**src/rtl/uncache_mem_bridge.sv**
```systemverilog
// Bridges one uncached scalar LSU access onto a single 8-byte-aligned bus beat,
// with lane steering, read-data alignment, bus timeout and a sticky error flag.
module uncache_mem_bridge #(
  parameter int unsigned TIMEOUT_CYCLES = 256,
  parameter int unsigned CNT_W          = 9
) (
  input  logic        clk,
  input  logic        rst_n,
  input  logic        req_vld_i,
  output logic        req_rdy_o,
  input  logic        req_write_i,
  input  logic [2:0]  req_size_i,
  input  logic [63:0] req_addr_i,
  input  logic [63:0] req_wdata_i,
  output logic        resp_vld_o,
  input  logic        resp_rdy_i,
  output logic [63:0] resp_data_o,
  output logic        bus_req_vld_o,
  input  logic        bus_req_rdy_i,
  output logic        bus_we_o,
  output logic [63:0] bus_addr_o,
  output logic [63:0] bus_wdata_o,
  output logic [7:0]  bus_wstrb_o,
  input  logic        bus_rsp_vld_i,
  input  logic [63:0] bus_rsp_data_i,
  input  logic        bus_rsp_err_i,
  output logic        err_o,
  input  logic        err_clr_i
);

  typedef enum logic [1:0] {StIdle, StReq, StWait, StResp} state_e;

  state_e            state_q, state_d;
  logic              init_q;
  logic              we_q;
  logic [1:0]        size_q;
  logic [2:0]        off_q;
  logic [63:0]       addr_q, wdata_q;
  logic [7:0]        strb_q;
  logic [63:0]       rdata_q, rdata_d;
  logic              err_q, err_d, err_set;
  logic [CNT_W-1:0]  cnt_q, cnt_d;
  logic              accept, timeout;

  logic [2:0]        lo_mask, off_in;
  logic [7:0]        strb_base, strb_in;
  logic [63:0]       wmask, wdata_in;
  logic              misaligned;

  function automatic logic [63:0] size_mask(input logic [1:0] sz);
    unique case (sz)
      2'd0:    size_mask = 64'h0000_0000_0000_00FF;
      2'd1:    size_mask = 64'h0000_0000_0000_FFFF;
      2'd2:    size_mask = 64'h0000_0000_FFFF_FFFF;
      default: size_mask = 64'hFFFF_FFFF_FFFF_FFFF;
    endcase
  endfunction

  // Request decode: offset is the address rounded down to the access size.
  always_comb begin
    lo_mask   = 3'b000;
    strb_base = 8'h01;
    unique case (req_size_i[1:0])
      2'd0:    begin lo_mask = 3'b000; strb_base = 8'h01; end
      2'd1:    begin lo_mask = 3'b001; strb_base = 8'h03; end
      2'd2:    begin lo_mask = 3'b011; strb_base = 8'h0F; end
      default: begin lo_mask = 3'b111; strb_base = 8'hFF; end
    endcase
    wmask      = size_mask(req_size_i[1:0]);
    off_in     = req_addr_i[2:0] & ~lo_mask;
    misaligned = |(req_addr_i[2:0] & lo_mask);
    strb_in    = strb_base << off_in;
    wdata_in   = (req_wdata_i & wmask) << {off_in, 3'b000};
  end

  assign timeout = (cnt_q == CNT_W'(TIMEOUT_CYCLES - 1));

  always_comb begin
    state_d = state_q;
    cnt_d   = cnt_q;
    rdata_d = rdata_q;
    err_set = 1'b0;
    accept  = 1'b0;
    unique case (state_q)
      StIdle: begin
        if (req_vld_i && init_q) begin
          accept  = 1'b1;
          state_d = StReq;
          cnt_d   = '0;
          err_set = misaligned;
        end
      end
      StReq: begin
        cnt_d = cnt_q + 1'b1;
        if (bus_req_rdy_i) begin
          state_d = StWait;
        end else if (timeout) begin
          err_set = 1'b1;
          if (we_q) begin
            state_d = StIdle;
          end else begin
            state_d = StResp;
            rdata_d = '1;
          end
        end
      end
      StWait: begin
        cnt_d = cnt_q + 1'b1;
        if (bus_rsp_vld_i) begin
          err_set = bus_rsp_err_i;
          if (we_q) begin
            state_d = StIdle;
          end else begin
            state_d = StResp;
            rdata_d = (bus_rsp_data_i >> {off_q, 3'b000}) & size_mask(size_q);
          end
        end else if (timeout) begin
          err_set = 1'b1;
          if (we_q) begin
            state_d = StIdle;
          end else begin
            state_d = StResp;
            rdata_d = '1;
          end
        end
      end
      StResp: begin
        if (resp_rdy_i) state_d = StIdle;
      end
      default: state_d = StIdle;
    endcase
    err_d = err_set ? 1'b1 : (err_clr_i ? 1'b0 : err_q);
  end

  always_ff @(posedge clk or negedge rst_n) begin
    if (!rst_n) begin
      state_q <= StIdle;
      init_q  <= 1'b0;
      cnt_q   <= '0;
      rdata_q <= '0;
      err_q   <= 1'b0;
    end else begin
      state_q <= state_d;
      init_q  <= 1'b1;
      cnt_q   <= cnt_d;
      rdata_q <= rdata_d;
      err_q   <= err_d;
    end
  end

  always_ff @(posedge clk or negedge rst_n) begin
    if (!rst_n) begin
      we_q    <= 1'b0;
      size_q  <= 2'd0;
      off_q   <= 3'd0;
      addr_q  <= '0;
      wdata_q <= '0;
      strb_q  <= '0;
    end else if (accept) begin
      we_q    <= req_write_i;
      size_q  <= req_size_i[1:0];
      off_q   <= off_in;
      addr_q  <= {req_addr_i[63:3], 3'b000};
      wdata_q <= wdata_in;
      strb_q  <= strb_in;
    end
  end

  // init_q keeps req_rdy_o low while reset is asserted.
  assign req_rdy_o     = (state_q == StIdle) && init_q;
  assign bus_req_vld_o = (state_q == StReq);
  assign resp_vld_o    = (state_q == StResp);
  assign resp_data_o   = rdata_q;
  assign bus_we_o      = we_q;
  assign bus_addr_o    = addr_q;
  assign bus_wdata_o   = wdata_q;
  assign bus_wstrb_o   = strb_q;
  assign err_o         = err_q;

endmodule
```
**config.mk**
```make
export PLATFORM = sky130hd
export DESIGN_NAME = uncache_mem_bridge
export DESIGN_NICKNAME = d
export VERILOG_FILES = /design/src/rtl/uncache_mem_bridge.sv
export SDC_FILE = /design/constraint.sdc
export NUM_CORES = 1
export LEC_CHECK = 0
export ABC_AREA = 0
export CAP_MARGIN = 10
export CORE_MARGIN = 3
export CORE_UTILIZATION = 28
export DETAILED_ROUTE_END_ITERATION = 6
export PLACE_DENSITY_LB_ADDON = 0.1
export SLEW_MARGIN = 10
export SYNTH_ARGS = -nofsm -noshare
export SYNTH_HDL_FRONTEND = slang
export SYNTH_SLANG_ARGS = --single-unit
```
**constraint.sdc**
```tcl
create_clock -name clk -period 2.9 [get_ports clk]
set_input_delay 0.58 -clock clk [delete_from_list [all_inputs] [get_ports clk]]
set_output_delay 0.58 -clock clk [all_outputs]
set_load 0.01 [all_outputs]
```
==> flow_metrics.env, run 1 <==
export IMPL_vias=10100
export IMPL_netlist_area_um2=10900
export IMPL_grt_ovfl_total=0
export IMPL_cts_max_path_buffers=3
export IMPL_synth_async_reset_ratio_pct=100
export IMPL_grt_max_degree=82
export IMPL_cts_tree="yes"
export IMPL_ys_flop_type="dfrtp_1"
export IMPL_yosysSeqAreaShare_pct=49.8
export IMPL_period_share_pct=93.0
export IMPL_root_buffer="clkbuf_16"
export IMPL_cp_max_fo=6
export IMPL_worstPathArrival_ns=2.12
export IMPL_io_pins=409
export IMPL_hold_buffers=0
export IMPL_rows=71
export IMPL_gp_congestion=0.809
export IMPL_diodes=0
export IMPL_final_layout_size_suffix_gt1_share_pct=9.39
export IMPL_grt_pass1_wl_um=65200
export IMPL_fin_nets=1735
export IMPL_hold_viol_final=0
export IMPL_hold_class="in2async"
export IMPL_finalSetupViolCount=0
export IMPL_place_inst=2005
export IMPL_final_antenna_net_count=0
export IMPL_total_leakage_power_nw=6.83
export IMPL_wirelength_um=42600
export IMPL_max_freq_mhz=371
export IMPL_synth_top_area_cell="dfrtp_1"
export IMPL_drt_pass1_iter_count=5
export IMPL_cts_setup_buffers=0
export IMPL_status="finished clean"
export IMPL_synth_top_cell_area_share_pct=49.8
export IMPL_synth_avg_cell_area_um2=9.54
export IMPL_setup_tns_ns=0
export IMPL_peakVddDrop_mv=0.552
export IMPL_grt_use_total_pct=20.2
export IMPL_instances_no_fill=2056
export IMPL_area_delta_synth_final_pct=52.4
export IMPL_multi_input_area_um2=4990
export IMPL_n_fill_cell=3711
export IMPL_fin_crit_ns=2.70
export IMPL_h_tree_depth=1
export IMPL_die_h_um=203
export IMPL_final_util_pct=43.6
export IMPL_rsz0062_at_grt="false"
export IMPL_synth_seq_cells=216
export IMPL_critPathLaunchType="flip-flop"
export IMPL_clk_latency_ns=0.56
export IMPL_final_cell_mix="clkdlybuf4s50_1 (403), nand2_1 (284), dfrtp_1 (213), nor2_1 (99), o21ai_0 (73)"
export IMPL_seq_area_um2=5410
export IMPL_die_area_um2=41200
export IMPL_place_hpwl_um=30900
export IMPL_cp_end_kind="output port"
export IMPL_cts_sink_count=216
export IMPL_synth_distinct_cells=53
export IMPL_fp_coreArea_um2=37900
export IMPL_viasPerCell=4.90
export IMPL_tightestPinTransition_ns=0.684
export IMPL_wire_per_inst_um=20.7
export IMPL_finClkSkew_ns=0.0253
export IMPL_maxCapViolCount=0
export IMPL_cts_clk_slew_worst_paths_ns=0.06
export IMPL_required_ns=2.32
export IMPL_postSynthCellCount=1138
export IMPL_slew_headroom_pct=54.4
export IMPL_synth_edf_count=0
export IMPL_synth_area_leaders="dfrtp_1 (50%), nand2_1 (9.8%), mux2i_1 (4.4%), nor2_1 (3.4%), o21ai_0 (3.4%)"
export IMPL_die_w_um=203
export IMPL_slew_violations=0
export IMPL_ys_warn_count=0
export IMPL_drt_iter0_drc=559
export IMPL_fin_total_pwr_w=0.0165
export IMPL_port_buffers=404
export IMPL_p_per_area_nw_per_um2=1000
export IMPL_drcViolationCount=0
export IMPL_final_common_cell="clkdlybuf4s50_1"
export IMPL_grt_pass1_vias=10300
export IMPL_cts_buffers=28
export IMPL_worstSetupPathType="reg2out"
export IMPL_antenna_found_initial=0
export IMPL_initial_core_util_pct=28.6
[synth_stat cells, types with 16 or more instances]
cell type / n
mux2i_1: 48
a211oi_1: 21
a221oi_1: 22
a22o_1: 32
nor2_1: 99
clkbuf_1: 39
a31oi_1: 18
a211o_1: 16
buf_2: 37
dfrtp_1: 216
nor2b_1: 23
o21ai_0: 73
nand2_1: 284
mux4_2: 16
a21oi_1: 45
[per-layer routing]
| layer | GRT usage (%) | part of all wire (%) | wire (um) | vias to the layer above |
|---|---|---|---|---|
| met5 | 0 | 0 | 0 | - |
| met4 | 4.73 | 2.0 | 867 | 0 |
| met3 | 5.02 | 7.4 | 3130 | 54 |
| met2 | 33.6 | 48 | 20600 | 330 |
| met1 | 26.6 | 42 | 18000 | 4929 |
| li1 | - | - | - | 4756 |
[cell type report]
| cell class | count | area share, % |
|---|---|---|
| well taps | 511 | 3.87 |
| clock inverters | 8 | 0.666 |
| repair buffers | 445 | 27.0 |
| flip-flops and latches | 216 | 32.7 |
| clock buffers | 43 | 5.36 |
| multi-input cells | 825 | 30.2 |
| inverters | 8 | 0.182 |
[sequential cells by signal, indices dropped and copies added, names as in the netlist]
register,count
bus_we_o,1
bus_wstrb_o,8
state_q,2
init_q,1
bus_addr_o,61
bus_wdata_o,64
off_q,3
cnt_q,9
resp_data_o,64
err_o,1
size_q,2
[logic make-up (layout without fill, tap and decap cells)]
group / count (synthesis) / after routing / share of synthesized area (%)
DFF: 216 / 216 / 49.8
muxes: 72 / 72 / 8.58
other: 2 / 4 / 0.0692
buffers and inverters: 99 / 504 / 4.51
AOI/OAI and AO/OA: 293 / 293 / 18.8
adders and majority gates: 7 / 7 / 0.807
and+or+nand+nor: 449 / 449 / 17.4
[worst max-delay path, cell delays in order, from the launching register on]
cell	delay, ns
dfrtp_1	0.39
inv_1	0.15
ha_2	0.29
and2_1	0.14
clkdlybuf4s50_1	0.57
[path summary, 6_finish.rpt]
path	startpoint	to	slack, ns	cells past startpoint
setup reg to reg	cnt_q[0]$_DFFE_PN0P_	resp_data_o[23]$_DFFE_PN0P_	0.30	10
hold / removal	rst_n	resp_data_o[37]$_DFFE_PN0P_	0.05	1
setup / recovery	state_q[1]$_DFFE_PN0P_	req_rdy_o	0.20	4
min in group clk	bus_addr_o[35]$_DFFE_PN0P_	bus_addr_o[35]$_DFFE_PN0P_	0.47	2
max in group asynchronous	rst_n	resp_data_o[28]$_DFFE_PN0P_	2.12	2
hold reg to reg	bus_addr_o[35]$_DFFE_PN0P_	bus_addr_o[35]$_DFFE_PN0P_	0.47	2
[stage by stage]
stage	area, um2	hold WS, ns	worst slack (ns)
6_report	16500	0.0506	0.204
5_1_grt	16500	0.0857	0.0517
4_1_cts	16500	0.0532	0.0727
3_5_place_dp	15500	0.461	0.156
3_3_place_gp	15500	0.458	0.255
2_1_floorplan	10900	0.284	0.666
[where the power goes]
| part | internal, W | total [W] | switching, W |
|---|---|---|---|
| combinational | 0.00399 | 0.00750 | 0.00351 |
| sequential | 0.00436 | 0.00534 | 0.000979 |
| clock | 0.00228 | 0.00370 | 0.00143 |
[repair_timing]
| action | in CTS | in global routing |
|---|---|---|
| endpoints found under the setup margin | 0 | 1 |
| gates resized for setup | 0 | 1 |
| hold endpoints to repair | 0 | 0 |
(Power assumes the default switching activity.)
==> run 2, diff against run 1 <==
Clock period 2.9 ns to 2.23 ns, I/O delays scaled along.
==> flow_metrics.env, run 2 (same netlist as run 1, synthesis figures left out) <==
export IMPL_drt_pass1_iter_count=5
export IMPL_antenna_found_initial=0
export IMPL_cts_tree="yes"
export IMPL_vias=10400
export IMPL_final_cell_mix="clkdlybuf4s50_1 (400), nand2_1 (284), dfrtp_1 (213), nor2_1 (97), buf_4 (69)"
export IMPL_final_layout_size_suffix_gt1_share_pct=12.6
export IMPL_max_freq_mhz=466
export IMPL_hold_class="in2async"
export IMPL_drt_iter0_drc=597
export IMPL_gp_congestion=0.833
export IMPL_critPathLaunchType="flip-flop"
export IMPL_h_tree_depth=1
export IMPL_slew_violations=0
export IMPL_area_delta_synth_final_pct=57.7
export IMPL_fin_total_pwr_w=0.0215
export IMPL_maxCapViolCount=0
export IMPL_fp_coreArea_um2=37900
export IMPL_fin_area_um2=17100
export IMPL_root_buffer="clkbuf_16"
export IMPL_die_h_um=203
export IMPL_grt_max_degree=62
export IMPL_die_w_um=203
export IMPL_cp_max_fo=7
export IMPL_die_area_um2=41200
export IMPL_io_pins=409
export IMPL_required_ns=2.68
export IMPL_viasPerCell=4.94
export IMPL_initial_core_util_pct=28.6
export IMPL_slew_headroom_pct=61.8
export IMPL_period_share_pct=96.3
export IMPL_p_per_area_nw_per_um2=1260
export IMPL_hold_viol_final=0
export IMPL_worstSetupPathType="reg2reg"
export IMPL_cts_max_path_buffers=3
export IMPL_grt_pass1_vias=10800
export IMPL_rsz0062_at_grt="true"
export IMPL_cts_buffers=28
export IMPL_reg2reg_to="resp_data_o[61]$_DFFE_PN0P_"
export IMPL_final_common_cell="clkdlybuf4s50_1"
export IMPL_status="finished clean"
export IMPL_ff2ff_setup_slack_ns=0.08
export IMPL_rr_startpoint="cnt_q[1]$_DFFE_PN0P_"
export IMPL_rr_worst_depth=12
export IMPL_finalSetupViolCount=0
export IMPL_grt_use_total_pct=20.4
export IMPL_grt_ovfl_total=0
export IMPL_total_leakage_power_nw=7.12
export IMPL_clk_latency_ns=0.54
export IMPL_wirelength_um=43600
export IMPL_fin_nets=1790
export IMPL_worstPathArrival_ns=2.60
export IMPL_rows=71
export IMPL_fin_crit_ns=2.15
export IMPL_cts_clk_slew_worst_paths_ns=0.06
export IMPL_peakVddDrop_mv=0.715
export IMPL_grt_pass1_wl_um=65800
export IMPL_wire_per_inst_um=20.7
export IMPL_finClkSkew_ns=0.00757
export IMPL_placed_cell_area_um2=16000
export IMPL_port_buffers=404
export IMPL_cp_end_kind="flip-flop"
export IMPL_final_antenna_net_count=0
export IMPL_cts_sink_count=216
export IMPL_tightestPinTransition_ns=0.570
export IMPL_place_hpwl_um=31900
export IMPL_drcViolationCount=0
run 2: cell count changes in the layout (fill, tap and decap cells not counted), moves of 3 or more:
cell,before,now
buf_4,32,69
buf_12,9,20
clkbuf_8,13,5
o21ai_0,73,66
o21ai_1,2,9
clkbuf_1,2,7
buf_16,0,3
clkdlybuf4s50_1,403,400
ha_1,6,3
inv_1,8,5
inv_2,0,3
run 2: what timing repair did:
item                                   4_1_cts  5_1_grt
setup endpoints to repair                   50       38
cloned                                       3        0
endpoints found under the hold margin       39        0
buffers inserted                             3        2
hold buffers                                 1        0
pin swaps                                    5        6
resized for setup                           21       14
run 2: worst max-delay path: stages, from the launching register on:
cell      delay, ns
dfrtp_1        0.35
ha_2           0.19
nand3_2        0.07
or2_4          0.27
nor2_4         0.13
ha_4           0.14
inv_2          0.04
a221oi_4       0.21
buf_6          0.21
buf_8          0.17
buf_12         0.12
nor2_1         0.04
a21oi_1        0.12
run 2: metrics by stage:
stage          util, %  setup TNS [ns]  hold WS (ns)  std cells  worst slack, ns
3_5_place_dp      42.3           -3.42         0.388       2052           -0.158
3_3_place_gp      42.3           -1.60         0.389       2052           -0.118
4_1_cts           45.1         -0.0137         0.400       2105         -0.00536
2_1_floorplan        -               0         0.150       1140           0.0194
5_1_grt           45.1          -0.275         0.418       2106          -0.0298
6_report          45.1               0         0.416       2107           0.0826
run 2: layer usage:
layer | track usage [%] | wire length [um]
met1 | 26.2 | 18200
met2 | 34.0 | 20800
met3 | 4.91 | 3070
met4 | 6.81 | 1590
met5 | 0 | 0
run 2: power breakdown:
part	switching, W	total [W]	internal, W
logic	0.00470	0.0101	0.00543
registers	0.00125	0.00693	0.00567
clock network	0.00175	0.00443	0.00268
total	0.00770	0.0215	0.0138
run 2: worst max path at each step:
stage,from,to
6_report,cnt_q[1]$_DFFE_PN0P_,resp_data_o[61]$_DFFE_PN0P_
5_1_grt,cnt_q[0]$_DFFE_PN0P_,resp_data_o[23]$_DFFE_PN0P_
4_1_cts,cnt_q[1]$_DFFE_PN0P_,resp_data_o[6]$_DFFE_PN0P_
3_5_place_dp,req_size_i[0],err_o$_DFFE_PN0P_
3_3_place_gp,req_size_i[0],err_o$_DFFE_PN0P_
2_1_floorplan,cnt_q[0]$_DFFE_PN0P_,resp_data_o[24]$_DFFE_PN0P_
run 2: final cells by class:
cell class,count,area [um2]
tap,511,639
fill,3656,20800
inverter,8,30.0
multi-input combinational,825,5050
antenna,1,2.50
sequential,216,5410
timing repair buffer,500,5090
clock buffer,40,796
clock inverter,6,91.3
